**config.mk**
```make
export PLATFORM = sky130hd
export DESIGN_NAME = adc_xy_xform
export DESIGN_NICKNAME = d
export VERILOG_FILES = /design/src/rtl/adc_xy_xform.sv
export SDC_FILE = /design/constraint.sdc
export NUM_CORES = 1
export LEC_CHECK = 0
export CAP_MARGIN = 20
export CORE_MARGIN = 4
export CORE_UTILIZATION = 46
export CTS_CLUSTER_SIZE = 40
export DETAILED_ROUTE_END_ITERATION = 7
export PLACE_DENSITY = 0.69
export SLEW_MARGIN = 20
export SYNTH_ARGS = -nofsm -noshare
export SYNTH_HDL_FRONTEND = slang
export SYNTH_SLANG_ARGS = --single-unit
```
**constraint.sdc**
```tcl
create_clock -name clk -period 5 [get_ports clk]
set_input_delay 0.75 -clock clk [delete_from_list [all_inputs] [get_ports clk]]
set_output_delay 0.75 -clock clk [all_outputs]
set_load 0.1 [all_outputs]
```
**src/rtl/adc_xy_xform.sv**
```systemverilog
// ADC X/Y coordinate transform: mirror, fixed-point scale/clamp, optional axis swap,
// delayed color alignment, duplicate suppression and a first-word-fall-through output FIFO.
module adc_xy_xform #(
    parameter int DATA_WIDTH  = 10,
    parameter int COLOR_WIDTH = 3,
    parameter int NUM_WIDTH   = 4,
    parameter int MAX_DELAY   = 15,
    parameter int ADDR_WIDTH  = 3
) (
    input  logic                             clk,
    input  logic                             rst_n,
    input  logic                             in_valid,
    input  logic [DATA_WIDTH-1:0]            in_x,
    input  logic [DATA_WIDTH-1:0]            in_y,
    input  logic [COLOR_WIDTH-1:0]           in_color,
    input  logic                             cfg_mirror_x,
    input  logic                             cfg_mirror_y,
    input  logic                             cfg_swap_xy,
    input  logic                             cfg_dedup,
    input  logic [NUM_WIDTH-1:0]             cfg_num_x,
    input  logic [NUM_WIDTH-1:0]             cfg_num_y,
    input  logic [3:0]                       cfg_shift_x,
    input  logic [3:0]                       cfg_shift_y,
    input  logic [$clog2(MAX_DELAY+1)-1:0]   cfg_color_delay,
    output logic                             out_valid,
    input  logic                             out_ready,
    output logic [DATA_WIDTH-1:0]            out_x,
    output logic [DATA_WIDTH-1:0]            out_y,
    output logic [COLOR_WIDTH-1:0]           out_color,
    output logic [15:0]                      drop_count
);

    localparam int PW    = DATA_WIDTH + NUM_WIDTH;
    localparam int DLW   = $clog2(MAX_DELAY + 1);
    localparam int FW    = 2 * DATA_WIDTH + COLOR_WIDTH;
    localparam int DEPTH = 1 << ADDR_WIDTH;
    localparam logic [DATA_WIDTH-1:0] VMAX = '1;

    // Stage 1: mirror
    logic                  v1;
    logic [DATA_WIDTH-1:0] x1, y1;

    always_ff @(posedge clk) begin
        if (!rst_n) begin
            v1 <= 1'b0;
            x1 <= '0;
            y1 <= '0;
        end else begin
            v1 <= in_valid;
            x1 <= cfg_mirror_x ? VMAX - in_x : in_x;
            y1 <= cfg_mirror_y ? VMAX - in_y : in_y;
        end
    end

    // Stage 2: full-width product
    logic          v2;
    logic [PW-1:0] px, py;

    always_ff @(posedge clk) begin
        if (!rst_n) begin
            v2 <= 1'b0;
            px <= '0;
            py <= '0;
        end else begin
            v2 <= v1;
            px <= PW'(x1) * PW'(cfg_num_x);
            py <= PW'(y1) * PW'(cfg_num_y);
        end
    end

    // Stage 3 combinational scale/clamp
    logic [PW-1:0]         sx_full, sy_full;
    logic [DATA_WIDTH-1:0] sx, sy;

    always_comb begin
        sx_full = px >> cfg_shift_x;
        sy_full = py >> cfg_shift_y;
        sx = (sx_full > PW'(VMAX)) ? VMAX : sx_full[DATA_WIDTH-1:0];
        sy = (sy_full > PW'(VMAX)) ? VMAX : sy_full[DATA_WIDTH-1:0];
    end

    // Color delay line; tap 1+d lines up with stage 3 when d extra cycles are requested
    logic [COLOR_WIDTH-1:0] color_sr [0:MAX_DELAY+1];
    logic [DLW-1:0]         eff_delay;
    logic [DLW:0]           tap;

    generate
        if (((1 << DLW) - 1) > MAX_DELAY) begin : g_clamp
            assign eff_delay = (cfg_color_delay > DLW'(MAX_DELAY)) ? DLW'(MAX_DELAY) : cfg_color_delay;
        end else begin : g_noclamp
            assign eff_delay = cfg_color_delay;
        end
    endgenerate

    assign tap = (DLW + 1)'(eff_delay) + 1'b1;

    always_ff @(posedge clk) begin
        if (!rst_n) begin
            for (int unsigned i = 0; i <= MAX_DELAY + 1; i++) color_sr[i] <= '0;
        end else begin
            color_sr[0] <= in_color;
            for (int unsigned i = 1; i <= MAX_DELAY + 1; i++) color_sr[i] <= color_sr[i-1];
        end
    end

    // Stage 3 registers
    logic                   v3;
    logic [DATA_WIDTH-1:0]  x3, y3;
    logic [COLOR_WIDTH-1:0] c3;

    always_ff @(posedge clk) begin
        if (!rst_n) begin
            v3 <= 1'b0;
            x3 <= '0;
            y3 <= '0;
            c3 <= '0;
        end else begin
            v3 <= v2;
            x3 <= cfg_swap_xy ? sy : sx;
            y3 <= cfg_swap_xy ? sx : sy;
            c3 <= color_sr[tap];
        end
    end

    // Candidate selection with duplicate suppression
    logic [FW-1:0] cand, prev;
    logic          wr_req;

    assign cand   = {x3, y3, c3};
    assign wr_req = v3 && (|c3) && (!cfg_dedup || (cand != prev));

    always_ff @(posedge clk) begin
        if (!rst_n)  prev <= '0;
        else if (v3) prev <= cand;
    end

    // Output FIFO, first-word-fall-through
    logic [FW-1:0]       mem [DEPTH];
    logic [ADDR_WIDTH:0] wr_ptr, rd_ptr;
    logic                empty, full, push, pop;

    assign empty = (wr_ptr == rd_ptr);
    assign full  = (wr_ptr[ADDR_WIDTH] != rd_ptr[ADDR_WIDTH]) &&
                   (wr_ptr[ADDR_WIDTH-1:0] == rd_ptr[ADDR_WIDTH-1:0]);
    assign push  = wr_req && !full;
    assign pop   = !empty && out_ready;

    always_ff @(posedge clk) begin
        if (push) mem[wr_ptr[ADDR_WIDTH-1:0]] <= cand;
    end

    always_ff @(posedge clk) begin
        if (!rst_n) begin
            wr_ptr     <= '0;
            rd_ptr     <= '0;
            drop_count <= '0;
        end else begin
            if (push) wr_ptr <= wr_ptr + 1'b1;
            if (pop)  rd_ptr <= rd_ptr + 1'b1;
            if (wr_req && full && (drop_count != '1)) drop_count <= drop_count + 1'b1;
        end
    end

    assign out_valid = !empty;
    assign {out_x, out_y, out_color} = mem[rd_ptr[ADDR_WIDTH-1:0]];

endmodule

```
==> results.toml <==
[status]
status = "complete, no violations"

[global_routing]
first_global_vias = 10100
grt_overflow_total = 0
grt_start_max_net_pins = 77
antenna_found_initial = 6
groute.usage.overall = 0.164
grt_pass1_wl_mm = 53.0

[drt]
drc = 0
drt_iter0_markers = 649
wire_per_inst_um = 16.8
totalWireLength_mm = 31.7
via_per_inst = 5.31
drtAntennaViolNets = 0
vias = 9992
firstDrtPassIters = 5

[clock_network]
cts_buffers = 39
cts.repair.resized = 0
clockBufferDepth = 3
path_clk_slew_ns = 0.06
cts_max_level = 2
worstSkewPairLatency_ns = 0.53
cts_tree = "built"
post_cts_buffers = 0
cts_root_buffer = "clkbuf_16"
cts-hold-fix-buffers = 0
clkSinkCount = 359

[logic_synthesis]
synth-seq-cells = 359
synth.top_cell.area_share = 0.329
yosysWarnings = 0
ys_top_cells_by_area = "edfxtp_1, dfxtp_1, mux4_2, and2_1, fa_1"
async_reset_ff_frac = 0
syn_area_sq_mm = 0.0168
syn_inst = 1312
syn_area_per_cell_sq_um = 12.8
yosysTopAreaCell = "edfxtp_1"
syn-num-nets = 1435
synth_edf_count = 184
yosys.cell_types.count = 61
ys_seq_area_frac = 0.537
synth_flop_cell = "edfxtp_1"

[timing]
fin_ws_ns = 0.803
fin_crit_sh = 0.839
rsz0062_at_grt = "no"
skew_ns = 0.0104
slew_headroom = 0.327
fin_tns_setup_ns = 0
period_minus_slack_ns = 4.20
setup_viol = 0
tightestPinTransition_ns = 1.01
final_max_slew_viol_count = 0
max_freq_mhz = 238
hold_viol = 0

[critical_path]
crit_arrival_ns = 3.45
cp-start-kind = "register"
rrSetupSlack_ns = 1.53
crit_fanout = 31
worst-r2r-cell-count = 11
end_kind = "output pin"
endpoint = "out_x[5]"
critPathKind = "reg -> out"
worstPathRequired_ns = 4.25
r2r-start = "x1[0]"
r2r_end = "px[12]"

[layout]
design_area_sq_mm = 0.0194
mostFrequentLayoutCells = "edfxtp_1, dfxtp_1, and2_1"
utilization = 0.541
drive_gt1_frac = 0.133
final_net_count = 1513
mostFrequentLayoutCell = "edfxtp_1"
area_growth_syn_to_layout_pct = 15.3

[floorplanning]
core-area_sq_mm = 0.0358
dieArea_sq_mm = 0.0397
start_util = 0.469
std_cell_rows = 69
fp.dieW_um = 199
ioPinCount = 91
die_h_um = 199

[job]
drv_cap = 0

[place]
hpwl_mm = 21.1
pre_cts_ws_ns = 0.455
port-buffer-count = 90
place_area_sq_mm = 0.0181
place.gp.congestion = 0.849

[power_and_ir_drop]
p_leak_nw = 7.00
worst_ir_drop_vdd_uv = 265
power_density_mw_per_mm2 = 339

[hold_path]
hold_class = "reg -> reg"
## cell families after synthesis
group | synth area share
adders and majority gates | 0.0679
muxes | 0.152
AOI/OAI and AO/OA | 0.0493
xor gates and xnor gates | 0.0328
and+or+nand+nor | 0.129
buffers and inverters | 0.0320
DFF | 0.537
## layout make-up
class,count,area [sq um]
Clock buffer,53,1100
Timing Repair Buffer,104,1020
Multi-Input combinational cell,824,7290
Inverter,62,233
Fill cell,2966,16400
Clock inverter,18,144
Sequential cell,359,9030
Antenna cell,1,2.50
Tap cell,461,577
## where the power goes
| part | internal [W] | total (W) | switching (W) |
|---|---|---|---|
| clock | 0.00161 | 0.00274 | 0.00114 |
| combinational | 0.000278 | 0.000598 | 0.000320 |
| sequential | 0.00316 | 0.00324 | 0.0000740 |
## worst min path at each step
stage | start | endpoint | slack [ns] | cells after the start
after floorplan | v1 | v2 | 0.41 | 1
after global placement | v2 | v3 | 0.43 | 1
after detailed placement | v2 | v3 | 0.43 | 1
after CTS | v2 | v3 | 0.45 | 1
after global routing | v2 | v3 | 0.46 | 1
final | v2 | v3 | 0.44 | 1
## stage by stage
stage	total power, W	cells	hold slack, ns
after floorplan	0.00373	1312	0.412
after global placement	0.00389	1810	0.428
after detailed placement	0.00390	1810	0.429
after CTS	0.00666	1881	0.446
after global routing	0.00688	1881	0.465
final	0.00658	1882	0.438
## routing by layer
metal  up-vias  part of all wire  GRT usage
met5         -            0.0020          0
met4        10             0.019     0.0390
met3        58             0.047     0.0337
met2       167              0.48      0.279
met1      4854              0.45      0.218
li1       4903                 -          -
## flip-flops by register name, summed over array words and instances, names as in the netlist, 14 cells and up, named ones only
name and cells:
mem 184, color_sr 51, prev 23, drop_count 16, px 14, py 14
## critical path, stage by stage, from the launching register on
cell and delay, ns:
dfxtp_2 0.72, buf_12 0.34, mux4_2 0.55, mux2_2 0.30
clkdlybuf4s50_1 0.97
## synthesized netlist by cell type (all sizes together), types with 3 or more instances
library cell  instances
nand4                12
nor3                 24
xnor2                39
dfxtp               175
mux2                 27
a211oi                5
xor2                 24
fa                   32
edfxtp              184
mux4                 72
and2                124
o41ai                 8
buf                  27
nand2b               25
nor4                 11
o22a                  5
ha                   40
o21ai                17
clkbuf               40
o311ai                6
o21bai                3
a21oi                20
nor2b                 7
inv                  62
mux2i                63
o32ai                 4
nand3b                3
o31ai                 4
nand4b                4
nand2                77
nor4b                 6
a22oi                 6
a21o                  3
o22ai                 7
and3                  3
nand3                16
nor2                 91
o21a                  6
o211ai                6
Note: power is estimated with default switching activity, not from simulation.
